### config.mk
export PLATFORM = sky130hd
export DESIGN_NAME = exp_ctrl_flat
export DESIGN_NICKNAME = d
export VERILOG_FILES = /design/src/rtl/exp_ctrl_pkg.sv /design/src/rtl/exp_ctrl_if.sv /design/src/rtl/exp_vec_calc.sv /design/src/rtl/exp_ctrl.sv /design/src/flat_wrapper.sv
export SDC_FILE = /design/constraint.sdc
export NUM_CORES = 1
export LEC_CHECK = 0
export CORE_UTILIZATION = 40
export DETAILED_ROUTE_END_ITERATION = 8
export PLACE_DENSITY_LB_ADDON = 0.2
export RECOVER_POWER = 100
export SYNTH_ARGS = -nofsm -noshare
export SYNTH_HDL_FRONTEND = slang
export SYNTH_SLANG_ARGS = --single-unit
### constraint.sdc
create_clock -name clk -period 4.95 [get_ports clk]
set_clock_uncertainty 0.15 [all_clocks]
set_input_delay 0.99 -clock clk [delete_from_list [all_inputs] [get_ports clk]]
set_output_delay 0.99 -clock clk [all_outputs]
set_load 0.01 [all_outputs]
### src/rtl/exp_ctrl_pkg.sv
// Shared types and widths for the exception/interrupt controller.
package exp_ctrl_pkg;

  localparam int unsigned ADDR_W       = 32;
  localparam int unsigned DATA_W       = 32;
  localparam int unsigned INT_FLAG_BIT = DATA_W - 1;
  localparam int unsigned IDX_W        = 4;

  typedef enum logic [4:0] {
    EXP_INST_MISALIGN  = 5'd0,
    EXP_INST_FAULT     = 5'd1,
    EXP_ILLEGAL        = 5'd2,
    EXP_BREAK          = 5'd3,
    EXP_LOAD_MISALIGN  = 5'd4,
    EXP_LOAD_FAULT     = 5'd5,
    EXP_STORE_MISALIGN = 5'd6,
    EXP_STORE_FAULT    = 5'd7,
    EXP_ECALL          = 5'd8
  } exp_code_t;

  typedef enum logic [1:0] {
    TVEC_DIRECT = 2'b00,
    TVEC_VECTOR = 2'b01
  } tvec_mode_t;

  typedef enum logic [1:0] {
    ST_IDLE     = 2'd0,
    ST_FLUSH    = 2'd1,
    ST_REDIRECT = 2'd2
  } state_t;

endpackage

### src/rtl/exp_ctrl_if.sv
// Commit-side event bundle and fetch redirect handshake.
interface exp_ctrl_if
  import exp_ctrl_pkg::*;
#(
  parameter int unsigned ADDR = ADDR_W,
  parameter int unsigned DATA = DATA_W
);

  logic            commit_valid;
  logic            commit_exp_;
  exp_code_t       commit_exp_code;
  logic            commit_eret_;
  logic [ADDR-1:0] commit_pc;
  logic [ADDR-1:0] commit_npc;
  logic [DATA-1:0] commit_tval;

  logic            redirect_valid;
  logic [ADDR-1:0] redirect_pc;
  logic            redirect_ready;

  modport master (
    output commit_valid, commit_exp_, commit_exp_code, commit_eret_,
           commit_pc, commit_npc, commit_tval, redirect_ready,
    input  redirect_valid, redirect_pc
  );

  modport slave (
    input  commit_valid, commit_exp_, commit_exp_code, commit_eret_,
           commit_pc, commit_npc, commit_tval, redirect_ready,
    output redirect_valid, redirect_pc
  );

endinterface

### src/rtl/exp_vec_calc.sv
// Handler PC generator: direct base, or base + 4*code for vectored interrupts.
module exp_vec_calc
  import exp_ctrl_pkg::*;
#(
  parameter int unsigned ADDR = ADDR_W,
  parameter int unsigned DATA = DATA_W
) (
  input  logic [DATA-1:0] tvec,
  input  logic [DATA-2:0] cause_code,
  input  logic            is_int,
  output logic [ADDR-1:0] handler_pc_c
);

  logic [ADDR-1:0] base;
  logic [ADDR-1:0] offset;

  always_comb begin
    base         = {tvec[ADDR-1:2], 2'b00};
    offset       = ADDR'(cause_code) << 2;
    handler_pc_c = base;
    if (is_int && (tvec[1:0] == TVEC_VECTOR)) begin
      handler_pc_c = base + offset;
    end
  end

endmodule

### src/rtl/exp_ctrl.sv
// Trap/eret controller: latches trap state, flushes the pipeline and
// redirects fetch through a valid/ready handshake.
module exp_ctrl
  import exp_ctrl_pkg::*;
#(
  parameter int unsigned ADDR     = ADDR_W,
  parameter int unsigned DATA     = DATA_W,
  parameter int unsigned NUM_INT  = 4,
  parameter int unsigned INT_BASE = 16
) (
  input  logic               clk,
  input  logic               reset,
  exp_ctrl_if.slave          bus,
  input  logic [NUM_INT-1:0] irq,
  input  logic [NUM_INT-1:0] int_en,
  input  logic [DATA-1:0]    creg_tvec,
  input  logic               ie_we,
  input  logic               ie_wdata,
  output logic               exp_busy,
  output logic               flush,
  output logic [ADDR-1:0]    epc,
  output logic [DATA-1:0]    cause,
  output logic [DATA-1:0]    tval,
  output logic               ie,
  output logic               pie
);

  state_t          state, state_d;
  logic            busy_d, flush_d, rv_d, ie_d, pie_d;
  logic [ADDR-1:0] epc_d, rpc_d;
  logic [DATA-1:0] cause_d, tval_d;
  logic            redirect_valid;
  logic [ADDR-1:0] redirect_pc;

  logic [NUM_INT-1:0] pend;
  logic [IDX_W-1:0]   int_idx;
  logic [DATA-2:0]    int_code;
  logic               int_sel;
  logic [ADDR-1:0]    handler_pc_c;

  // Lowest pending index has priority.
  always_comb begin
    pend    = irq & int_en;
    int_idx = '0;
    for (int i = NUM_INT - 1; i >= 0; i--) begin
      if (pend[i]) int_idx = IDX_W'(i);
    end
    int_code = (DATA-1)'(INT_BASE) + (DATA-1)'(int_idx);
    int_sel  = bus.commit_exp_ && bus.commit_eret_ && ie && (|pend);
  end

  exp_vec_calc #(.ADDR(ADDR), .DATA(DATA)) u_vec_calc (
    .tvec         (creg_tvec),
    .cause_code   (int_code),
    .is_int       (int_sel),
    .handler_pc_c (handler_pc_c)
  );

  // Next-state and next-output logic.
  always_comb begin
    state_d = state;
    epc_d   = epc;
    cause_d = cause;
    tval_d  = tval;
    rpc_d   = redirect_pc;
    ie_d    = ie;
    pie_d   = pie;

    if (ie_we) ie_d = ie_wdata;

    unique case (state)
      ST_IDLE: begin
        if (bus.commit_valid) begin
          if (!bus.commit_exp_) begin
            state_d = ST_FLUSH;
            epc_d   = bus.commit_pc;
            cause_d = {1'b0, (DATA-1)'(bus.commit_exp_code)};
            tval_d  = bus.commit_tval;
            rpc_d   = handler_pc_c;
            pie_d   = ie;
            ie_d    = 1'b0;
          end else if (!bus.commit_eret_) begin
            state_d = ST_FLUSH;
            rpc_d   = epc;
            ie_d    = pie;
            pie_d   = 1'b1;
          end else if (int_sel) begin
            state_d = ST_FLUSH;
            epc_d   = bus.commit_npc;
            cause_d = {1'b1, int_code};
            tval_d  = '0;
            rpc_d   = handler_pc_c;
            pie_d   = ie;
            ie_d    = 1'b0;
          end
        end
      end
      ST_FLUSH:    state_d = ST_REDIRECT;
      ST_REDIRECT: if (bus.redirect_ready) state_d = ST_IDLE;
      default:     state_d = ST_IDLE;
    endcase

    busy_d  = (state_d != ST_IDLE);
    flush_d = (state_d == ST_FLUSH);
    rv_d    = (state_d == ST_REDIRECT);
  end

  // State and registered outputs.
  always_ff @(posedge clk or posedge reset) begin
    if (reset) begin
      state          <= ST_IDLE;
      exp_busy       <= 1'b0;
      flush          <= 1'b0;
      redirect_valid <= 1'b0;
      redirect_pc    <= '0;
      epc            <= '0;
      cause          <= '0;
      tval           <= '0;
      ie             <= 1'b0;
      pie            <= 1'b0;
    end else begin
      state          <= state_d;
      exp_busy       <= busy_d;
      flush          <= flush_d;
      redirect_valid <= rv_d;
      redirect_pc    <= rpc_d;
      epc            <= epc_d;
      cause          <= cause_d;
      tval           <= tval_d;
      ie             <= ie_d;
      pie            <= pie_d;
    end
  end

  assign bus.redirect_valid = redirect_valid;
  assign bus.redirect_pc    = redirect_pc;

endmodule

### src/flat_wrapper.sv
// flat-port wrapper written by rule: the top's interface ports become plain ports
module exp_ctrl_flat import exp_ctrl_pkg::*;
#(
  parameter int unsigned ADDR     = ADDR_W,
  parameter int unsigned DATA     = DATA_W,
  parameter int unsigned NUM_INT  = 4,
  parameter int unsigned INT_BASE = 16
)
  (clk, reset, irq, int_en, creg_tvec, ie_we, ie_wdata, exp_busy, flush, epc, cause, tval, ie, pie, bus_commit_valid, bus_commit_exp_, bus_commit_exp_code, bus_commit_eret_, bus_commit_pc, bus_commit_npc, bus_commit_tval, bus_redirect_ready, bus_redirect_valid, bus_redirect_pc);
  exp_ctrl_if #(.ADDR(ADDR), .DATA(DATA)) bus_i ();
  input  logic clk;
  input  logic reset;
  input  logic [NUM_INT-1:0] irq;
  input  logic [NUM_INT-1:0] int_en;
  input  logic [DATA-1:0] creg_tvec;
  input  logic ie_we;
  input  logic ie_wdata;
  output logic exp_busy;
  output logic flush;
  output logic [ADDR-1:0] epc;
  output logic [DATA-1:0] cause;
  output logic [DATA-1:0] tval;
  output logic ie;
  output logic pie;
  input wire logic [$bits(bus_i.commit_valid)-1:0] bus_commit_valid;
  input wire logic [$bits(bus_i.commit_exp_)-1:0] bus_commit_exp_;
  input wire logic [$bits(bus_i.commit_exp_code)-1:0] bus_commit_exp_code;
  input wire logic [$bits(bus_i.commit_eret_)-1:0] bus_commit_eret_;
  input wire logic [$bits(bus_i.commit_pc)-1:0] bus_commit_pc;
  input wire logic [$bits(bus_i.commit_npc)-1:0] bus_commit_npc;
  input wire logic [$bits(bus_i.commit_tval)-1:0] bus_commit_tval;
  input wire logic [$bits(bus_i.redirect_ready)-1:0] bus_redirect_ready;
  output wire logic [$bits(bus_i.redirect_valid)-1:0] bus_redirect_valid;
  output wire logic [$bits(bus_i.redirect_pc)-1:0] bus_redirect_pc;
  assign bus_i.commit_valid = bus_commit_valid;
  assign bus_i.commit_exp_ = bus_commit_exp_;
  assign bus_i.commit_exp_code = bus_commit_exp_code;
  assign bus_i.commit_eret_ = bus_commit_eret_;
  assign bus_i.commit_pc = bus_commit_pc;
  assign bus_i.commit_npc = bus_commit_npc;
  assign bus_i.commit_tval = bus_commit_tval;
  assign bus_i.redirect_ready = bus_redirect_ready;
  assign bus_redirect_valid = bus_i.redirect_valid;
  assign bus_redirect_pc = bus_i.redirect_pc;
  exp_ctrl #(.ADDR(ADDR), .DATA(DATA), .NUM_INT(NUM_INT), .INT_BASE(INT_BASE)) u_core (.clk(clk), .reset(reset), .bus(bus_i), .irq(irq), .int_en(int_en), .creg_tvec(creg_tvec), .ie_we(ie_we), .ie_wdata(ie_wdata), .exp_busy(exp_busy), .flush(flush), .epc(epc), .cause(cause), .tval(tval), .ie(ie), .pie(pie));
endmodule
==> results of run 1 <==
## state kept, by name, summed over array words and instances (netlist names)
name,flops
u_core.bus.redirect_pc,32
u_core.bus.redirect_valid,1
u_core.cause,6
u_core.epc,32
u_core.exp_busy,1
u_core.flush,1
u_core.ie,1
u_core.pie,1
u_core.state,2
u_core.tval,32
## cell usage in the layout, fill, tap and decap left out, types with 3 or more instances in the layout
cell type        netlist  final
o22ai_1               10     10
a22o_1                38     38
nor3_1                 7      7
conb_1                 1     26
nor3b_1                3      3
inv_6                  0      3
and3_1                 9      9
inv_1                  8      8
a21oi_1               21     21
clkbuf_16              0      9
nor3_2                 3      3
nor2_1                31     30
clkbuf_1              13      5
nand2b_1               3      3
clkdlybuf4s50_1        0    145
xnor2_1               23     23
nand2_1               58     58
o22ai_2                4      4
o21ai_0               50     52
dfrtp_1              109    109
o211ai_1               5      5
buf_4                 27      4
dlygate4sd3_1          0    109
and4_1                 3      3
xor2_1                 4      4
nand3_1               12     12
mux2i_1               39     39
## power by group through the flow
| stage | clock (mW) | sequential [mW] | combinational [mW] |
|---|---|---|---|
| floorplan | 0 | 1.76 | 0.616 |
| global route | 0.816 | 1.64 | 1.91 |
| detailed placement | 0 | 1.61 | 1.94 |
| global placement | 0 | 1.60 | 1.90 |
| finish | 0.774 | 1.58 | 1.76 |
| CTS | 0.789 | 1.60 | 1.94 |
## layout make-up
type,count,area share (%)
sequential,109,32.9
timing repair buffer,265,31.3
multi-input combinational,377,29.0
clock buffer,10,2.88
tap,176,2.65
clock inverter,6,0.905
inverter,8,0.362
## synth_stat cells (5+ instances only)
cell / instances
and3_1: 9
o21ai_0: 50
clkbuf_1: 13
nor3_1: 7
buf_2: 15
a22o_1: 38
buf_4: 27
o211ai_1: 5
a21oi_1: 21
inv_1: 8
nor2_1: 31
nand2_1: 58
mux2i_1: 39
dfrtp_1: 109
o22ai_1: 10
xnor2_1: 23
nand3_1: 12
## path summary, 6_finish.rpt
| path | startpoint | to | slack [ns] | depth (start not counted) |
|---|---|---|---|---|
| min in group asynchronous | reset | u_core.tval[1]$_DFFE_PP0P_ | 1.77 | 2 |
| worst min register to register | u_core.bus.redirect_pc[2]$_DFFE_PP0P_ | u_core.bus.redirect_pc[2]$_DFFE_PP0P_ | 0.33 | 2 |
| worst max register to register | u_core.ie$_DFF_PP0_ | u_core.tval[22]$_DFFE_PP0P_ | 1.98 | 6 |
| max in group asynchronous | reset | u_core.state[0]$_DFF_PP0_ | 1.21 | 3 |
| worst max-delay path | irq[0] | u_core.tval[22]$_DFFE_PP0P_ | 0.86 | 8 |
| worst min-delay path | u_core.bus.redirect_pc[2]$_DFFE_PP0P_ | u_core.bus.redirect_pc[2]$_DFFE_PP0P_ | 0.33 | 2 |
## worst max-delay path, delay by kind of cell
family	cells	cell delay, ns
AND/OR/NAND/NOR	1	0.44
AO/OA/AOI/OAI	4	1.07
buffers and inverters	3	1.67
## cell families (layout without fill, tap and decap cells)
kind of cell | Yosys count | after routing | synth area share (%)
DFF | 109 | 109 | 50.5
muxes | 39 | 39 | 7.23
xor gates and xnor gates | 27 | 27 | 4.38
adders and majority gates | 3 | 3 | 0.834
AOI/OAI and AO/OA | 142 | 142 | 17.7
and+or+nand+nor | 140 | 140 | 12.3
other | 1 | 26 | 0.0694
buffers and inverters | 67 | 289 | 6.88
## routing by layer
| layer | track usage, % | routed length (µm) | share of wire, % |
|---|---|---|---|
| met1 | 29.5 | 6700 | 41 |
| met5 | 0 | 0 | 0 |
| met3 | 5.31 | 957 | 5.8 |
| met4 | 11.2 | 523 | 3.2 |
| met2 | 41.2 | 8230 | 50 |
==> impl_metrics.json, run 1 <==
{
  "power.density_nw_per_um2": 496,
  "clockPowerShare_pct": 18.8,
  "violations": "capacitance limit, slew limit",
  "clk_pin_slew_ns": 0.08,
  "end_kind": "register",
  "place_area_um2": 8010,
  "drt-initial-drc-count": 210,
  "period_needed_ns": 4.09,
  "cp.required_ns": 5.09,
  "finalHoldViolCount": 0,
  "synthDistinctLibCells": 46,
  "multiInputGateArea_um2": 2400,
  "yosys.area.top_type": "dfrtp_1",
  "cts_resized": 0,
  "fin_crit_sh_pct": 82.6,
  "yosysTopAreaCellShare_pct": 50.5,
  "finalCoreUtilization_pct": 62.9,
  "min_path_type": "reg -> reg",
  "synthTopCellsByArea": "dfrtp_1 51%, mux2i_1 7.2%, a22o_1 6.2%",
  "drive_gt1_share_pct": 4.52,
  "synthArstFlopShare_pct": 100,
  "ant_nets": 0,
  "nFillCells": 1116,
  "vias_per_cell": 5.10,
  "port_buffers": 255,
  "ys_seq_area_share_pct": 50.5,
  "die_h_um": 118,
  "setup_ws_ns": 0.861,
  "grt_pass1_vias": 5085,
  "synthesis.area_um2": 5400,
  "p_seq_share_pct": 38.4,
  "clock_latency_ns": 0.36,
  "seqCellArea_um2": 2730,
  "p_int_mw": 2.66,
  "dr_total_vias": 4847,
  "htreeDepth": 3,
  "crit_chain": "dlygate4sd3_1, a22o_1, o21ai_0, a31o_2, inv_1, nand2_4, clkbuf_1, a22o_1",
  "area_delta_synth_final_pct": 53.7,
  "place_ws_ns": 0.894,
  "n_antenna_cell": 0,
  "power.total_mw": 4.11,
  "fmax_mhz": 245,
  "fin_setup_tns_ns": 0,
  "grt_pass1_wl_um": 26400,
  "drc": 0,
  "tightest_slew_ns": 2.78,
  "nets": 922,
  "setup_viol": 0,
  "start_util_pct": 40.9,
  "worst-setup-path-type": "in -> reg",
  "synth_seq_cells": 109,
  "crit_path_frequent_cell": "a22o_1",
  "dieArea_um2": 14000,
  "start_kind": "input pin",
  "status": "finished with violations",
  "synth_ff_type": "dfrtp_1",
  "cp_max_fo": 62,
  "wirelength_um": 16400,
  "postCtsSetupRepairBufs": 0,
  "slew_viol_final": 112,
  "cts-hold-fix-buffers": 0,
  "grt-ovfl-total": 0,
  "timing.hold.ws_ns": 0.333,
  "max-vdd-ir-drop_v": 0.000282,
  "cts.path.max_buffers": 2,
  "synth_cells": 528,
  "p_sw_mw": 1.45,
  "clock-root-buffer": "clkbuf_16",
  "arrival_ns": 4.23,
  "place_congestion": 0.810,
  "grt_max_degree": 74,
  "cts.sinks": 109,
  "yosys_warnings": 0,
  "drtPass1Iterations": 4,
  "critPathSlowestCell": "clkbuf_1",
  "drv_cap": 2,
  "hpwlAfterDp_um": 12300,
  "rsz0062_at_grt": "no",
  "power.leakage_nw": 3.70,
  "finalNonFillerCells": 951,
  "wl_per_cell_um": 17.3,
  "critical-path-max-stage-delay_ns": 1.04,
  "cts_tree": "yes",
  "dp.cells": 935,
  "synth-edff-count": 0,
  "die_w_um": 118,
  "antenna_found_initial": 0,
  "final_cell_area_um2": 8300,
  "grt_use_total_pct": 24.3,
  "p_comb_share_pct": 42.8,
  "syn_area_per_cell_um2": 10.2,
  "core_area_um2": 13200,
  "cts_made_buffers": 9,
  "swShare_pct": 35.3,
  "rows": 42,
  "pin_count": 282,
  "relSlewSlack_pct": -85.7
}
Note: power is estimated with default switching activity, not from simulation.
==> run 2: changes to the inputs <==
--- a/config.mk
+++ b/config.mk
@@ -5,7 +5,7 @@
 export SDC_FILE = /design/constraint.sdc
 export NUM_CORES = 1
 export LEC_CHECK = 0
-export CORE_UTILIZATION = 40
+export CORE_UTILIZATION = 36
 export DETAILED_ROUTE_END_ITERATION = 8
 export PLACE_DENSITY_LB_ADDON = 0.2
 export RECOVER_POWER = 100
==> constraint.sdc (replaced) <==
create_clock -name clk -period 3.6 [get_ports clk]
set_clock_uncertainty 0.15 [all_clocks]
set_input_delay 0.72 -clock clk [delete_from_list [all_inputs] [get_ports clk]]
set_output_delay 0.72 -clock clk [all_outputs]
set_load 0.01 [all_outputs]
==> impl_metrics.json, run 2 (synthesis results as in run 1) <==
{
  "finalHoldViolCount": 0,
  "start_kind": "input pin",
  "worst-setup-path-type": "in -> reg",
  "critical-path-max-stage-delay_ns": 0.52,
  "reg.largest.list": "u_core.bus.redirect_pc x32, u_core.epc x32, u_core.tval x32",
  "clock_latency_ns": 0.36,
  "area_delta_synth_final_pct": 55.7,
  "port_buffers": 255,
  "fmax_mhz": 295,
  "fin_crit_sh_pct": 94.3,
  "cp_num_cells": 12,
  "relSlewSlack_pct": 3.56,
  "drv_cap": 0,
  "seqCellArea_um2": 2730,
  "hpwlAfterDp_um": 12200,
  "finalCoreUtilization_pct": 57.6,
  "wirelength_um": 16500,
  "crit_chain": "clkdlybuf4s50_1, a32oi_1, a21oi_1, ha_1, inv_1, fa_1, and3b_1, o21ai_0, or2_4, nor3_2, xnor2_1, o22ai_2",
  "hp-start": "u_core.bus.redirect_pc[23]$_DFFE_PP0P_",
  "rr_worst_depth": 8,
  "regToRegStartpoint": "u_core.state[0]$_DFF_PP0_",
  "dr_total_vias": 4859,
  "die_h_um": 124,
  "cts-hold-fix-buffers": 0,
  "cts_tree": "yes",
  "nets": 931,
  "status": "finished, final reports clean",
  "finalNonFillerCells": 968,
  "antenna_found_initial": 0,
  "final_common_cell": "clkdlybuf4s50_1",
  "rsz0062_at_grt": "no",
  "max-vdd-ir-drop_v": 0.000297,
  "core_area_um2": 14600,
  "grt_pass1_vias": 5070,
  "start_util_pct": 37.0,
  "cp_max_fo": 6,
  "htreeDepth": 3,
  "cts.sinks": 109,
  "grt_pass1_wl_um": 26400,
  "nFillCells": 1254,
  "place_congestion": 0.855,
  "wl_per_cell_um": 17.0,
  "power.total_mw": 5.70,
  "ant_nets": 0,
  "setup_viol": 0,
  "arrival_ns": 3.47,
  "slew_viol_final": 0,
  "pin_count": 282,
  "critPathSlowestCell": "clkdlybuf4s50_1",
  "die_w_um": 124,
  "drtPass1Iterations": 4,
  "multiInputGateArea_um2": 2400,
  "rows": 44,
  "drt-initial-drc-count": 188,
  "cp.required_ns": 3.67,
  "tightest_slew_ns": 1.45,
  "place_ws_ns": -0.191,
  "cts.path.max_buffers": 2,
  "power.density_nw_per_um2": 678,
  "grt_use_total_pct": 21.5,
  "period_needed_ns": 3.39,
  "cts_made_buffers": 9,
  "critPathLaunch": "int_en[3]",
  "power.leakage_nw": 3.76,
  "setup_ws_ns": 0.207,
  "final_cell_mix": "144 x clkdlybuf4s50_1, 110 x dlygate4sd3_1, 109 x dfrtp_1, 59 x nand2_1, 51 x o21ai_0",
  "grt-ovfl-total": 0,
  "min_path_type": "reg -> reg",
  "r2r_end": "u_core.cause[0]$_DFFE_PP0P_",
  "end_kind": "register",
  "drive_gt1_share_pct": 5.99,
  "rrSetupSlack_ns": 1.03,
  "n_antenna_cell": 0,
  "vias_per_cell": 5.02,
  "clock-root-buffer": "clkbuf_16",
  "cp_num_buf_inv": 2,
  "dp.cells": 952,
  "postCtsSetupRepairBufs": 0,
  "crit_end": "u_core.bus.redirect_pc[20]$_DFFE_PP0P_",
  "grt_max_degree": 95,
  "drc": 0,
  "fin_setup_tns_ns": 0,
  "clk_pin_slew_ns": 0.07,
  "dieArea_um2": 15500,
  "critical-path-top-delay-family": "simple AND/OR/NAND/NOR gates"
}
run 2: area by class of cell:
class | instances | share of cell area [%]
timing repair buffer | 274 | 32.1
tap | 184 | 2.74
clock inverter | 6 | 1.12
inverter | 8 | 0.372
multi-input combinational | 377 | 28.5
sequential | 109 | 32.4
clock buffer | 10 | 2.72
run 2: metrics by stage:
step | area, µm² | hold slack (ns)
global placement | 8120 | 0.311
finish | 8410 | 0.328
CTS | 8450 | 0.337
global route | 8410 | 0.351
detailed placement | 8120 | 0.322
floorplan | 5500 | 0.323
run 2: what timing repair did:
| action | in CTS | in global routing |
|---|---|---|
| hold endpoints to repair | 0 | 0 |
| endpoints found under the setup margin | 0 | 4 |
| resized for setup | 0 | 1 |
run 2: worst min path at each step:
stage,cells past startpoint,endpoint,slack [ns]
CTS,1,u_core.bus.redirect_pc[23]$_DFFE_PP0P_,0.34
finish,1,u_core.bus.redirect_pc[23]$_DFFE_PP0P_,0.33
detailed placement,1,u_core.bus.redirect_pc[23]$_DFFE_PP0P_,0.32
global route,1,u_core.bus.redirect_pc[23]$_DFFE_PP0P_,0.35
global placement,2,u_core.bus.redirect_pc[2]$_DFFE_PP0P_,0.31
floorplan,1,u_core.bus.redirect_valid$_DFF_PP0_,0.32
run 2: power breakdown:
group | switching (mW) | leakage [nW] | internal, mW
Sequential | 0.358 | 1.35 | 1.80
Combinational | 1.15 | 2.26 | 1.31
Clock | 0.462 | 0.154 | 0.617
Total | 1.97 | 3.76 | 3.73
run 2: layer usage:
metal	up-vias	part of all wire, %	GRT usage (%)
met5	-	0	0
met4	0	1.8	7.44
met3	21	6.9	6.19
met2	184	50	37.1
met1	2327	41	25.6
li1	2327	-	-
==> run 3: changes to the inputs <==
--- a/config.mk
+++ b/config.mk
@@ -5,6 +5,7 @@
 export SDC_FILE = /design/constraint.sdc
 export NUM_CORES = 1
 export LEC_CHECK = 0
+export CORE_MARGIN = 2
 export CORE_UTILIZATION = 36
 export DETAILED_ROUTE_END_ITERATION = 8
 export PLACE_DENSITY_LB_ADDON = 0.2
==> impl_metrics.json, run 3 (synthesis results as in run 1) <==
{
  "start_util_pct": 37.0,
  "dr_total_vias": 4810,
  "wl_per_cell_um": 16.8,
  "arrival_ns": 3.48,
  "grt_pass1_wl_um": 25900,
  "area_delta_synth_final_pct": 54.5,
  "setup_viol": 0,
  "htreeDepth": 3,
  "crit_end": "u_core.bus.redirect_pc[26]$_DFFE_PP0P_",
  "rsz0062_at_grt": "no",
  "critical-path-top-delay-family": "simple AND/OR/NAND/NOR gates",
  "cts_made_buffers": 9,
  "tightest_slew_ns": 1.48,
  "cp.required_ns": 3.66,
  "reg.largest.list": "u_core.bus.redirect_pc x32, u_core.epc x32, u_core.tval x32",
  "status": "finished, final reports clean",
  "rrSetupSlack_ns": 1.35,
  "place_congestion": 0.771,
  "start_kind": "input pin",
  "power.leakage_nw": 3.72,
  "relSlewSlack_pct": 1.38,
  "cts_resized": 0,
  "end_kind": "register",
  "max-vdd-ir-drop_v": 0.000305,
  "grt_pass1_vias": 4914,
  "drive_gt1_share_pct": 5.38,
  "fmax_mhz": 293,
  "finalNonFillerCells": 965,
  "final_common_cell": "clkdlybuf4s50_1",
  "clock_latency_ns": 0.35,
  "rr_worst_depth": 6,
  "hpwlAfterDp_um": 12000,
  "power.density_nw_per_um2": 661,
  "drtPass1Iterations": 4,
  "critical-path-max-stage-delay_ns": 0.57,
  "port_buffers": 255,
  "postCtsSetupRepairBufs": 0,
  "min_path_type": "reg -> reg",
  "clk_pin_slew_ns": 0.07,
  "core_area_um2": 14600,
  "critPathSlowestCell": "dlygate4sd3_1",
  "critPathLaunch": "irq[0]",
  "final_cell_mix": "144 x clkdlybuf4s50_1, 110 x dlygate4sd3_1, 109 x dfrtp_1, 58 x nand2_1, 51 x o21ai_0",
  "die_h_um": 126,
  "regToRegStartpoint": "u_core.state[0]$_DFF_PP0_",
  "ant_nets": 0,
  "drt-initial-drc-count": 169,
  "fin_crit_sh_pct": 94.9,
  "dieArea_um2": 16000,
  "clock-root-buffer": "clkbuf_16",
  "cp_num_buf_inv": 2,
  "die_w_um": 126,
  "drc": 0,
  "rows": 44,
  "cp_num_cells": 11,
  "vias_per_cell": 4.98,
  "drv_cap": 0,
  "cts.path.max_buffers": 2,
  "place_area_um2": 8100,
  "grt_max_degree": 128,
  "r2r_end": "u_core.cause[4]$_DFFE_PP0P_",
  "crit_chain": "dlygate4sd3_1, a22o_1, nor2b_1, inv_1, fa_1, and3b_1, o21ai_0, or2_1, nor3_2, xnor2_1, o22ai_2",
  "antenna_found_initial": 0,
  "dp.cells": 949,
  "n_antenna_cell": 0,
  "nets": 928,
  "grt-ovfl-total": 0,
  "cts.sinks": 109,
  "cts-hold-fix-buffers": 0,
  "cts_tree": "yes",
  "final_cell_area_um2": 8340,
  "worst-setup-path-type": "in -> reg",
  "slew_viol_final": 0,
  "grt_use_total_pct": 20.3,
  "fin_setup_tns_ns": 0,
  "finalHoldViolCount": 0,
  "finalCoreUtilization_pct": 57.2,
  "cp_max_fo": 6,
  "period_needed_ns": 3.42,
  "timing.hold.ws_ns": 0.332,
  "wirelength_um": 16200,
  "pin_count": 282
}
==> run 3: area by class of cell <==
cell class	count	area, µm²
Inverter	8	33.8
Fill cell	1294	6240
Tap cell	184	230
Clock inverter	5	36.3
Multi-Input combinational cell	377	2400
Sequential cell	109	2730
Timing Repair Buffer	271	2680
Clock buffer	11	233
==> run 3: per-layer routing <==
layer	share of wire (%)	GRT usage [%]	up-vias	wire, µm
met4	1.6	6.53	0	266
met1	43	26.1	2282	7050
met3	7.3	5.02	18	1190
met2	48	33.6	193	7720
met5	0	0	-	0
li1	-	-	2317	-
==> run 3: metrics by stage <==
stage | power [mW] | setup slack [ns]
global route | 5.89 | 0.00919
CTS | 5.84 | 0.218
global placement | 4.85 | -0.0959
finish | 5.52 | 0.183
floorplan | 3.27 | 0.581
detailed placement | 4.90 | -0.138
==> run 3: worst min-delay path by stage <==
stage	startpoint	to	slack [ns]	cells past startpoint
2_1_floorplan	u_core.state[1]$_DFF_PP0_	u_core.bus.redirect_valid$_DFF_PP0_	0.32	1
3_3_place_gp	u_core.bus.redirect_pc[23]$_DFFE_PP0P_	u_core.bus.redirect_pc[23]$_DFFE_PP0P_	0.32	1
3_5_place_dp	u_core.bus.redirect_pc[10]$_DFFE_PP0P_	u_core.bus.redirect_pc[10]$_DFFE_PP0P_	0.33	2
4_1_cts	u_core.bus.redirect_pc[10]$_DFFE_PP0P_	u_core.bus.redirect_pc[10]$_DFFE_PP0P_	0.34	2
5_1_grt	u_core.bus.redirect_pc[23]$_DFFE_PP0P_	u_core.bus.redirect_pc[23]$_DFFE_PP0P_	0.36	1
6_report	u_core.cause[1]$_DFFE_PP0P_	u_core.cause[1]$_DFFE_PP0P_	0.33	2
==> run 3: power breakdown <==
part           leakage [nW]  total, mW  internal [mW]  switching (mW)
Sequential             1.35       2.17           1.80           0.365
Combinational          2.25       2.44           1.30            1.13
Clock                 0.122      0.910          0.471           0.439
==> run 3: tightest hold or removal path, stage by stage, from the launching register on <==
cell and delay (ns):
dfrtp_1 0.34, nand2_1 0.05, o21ai_0 0.06
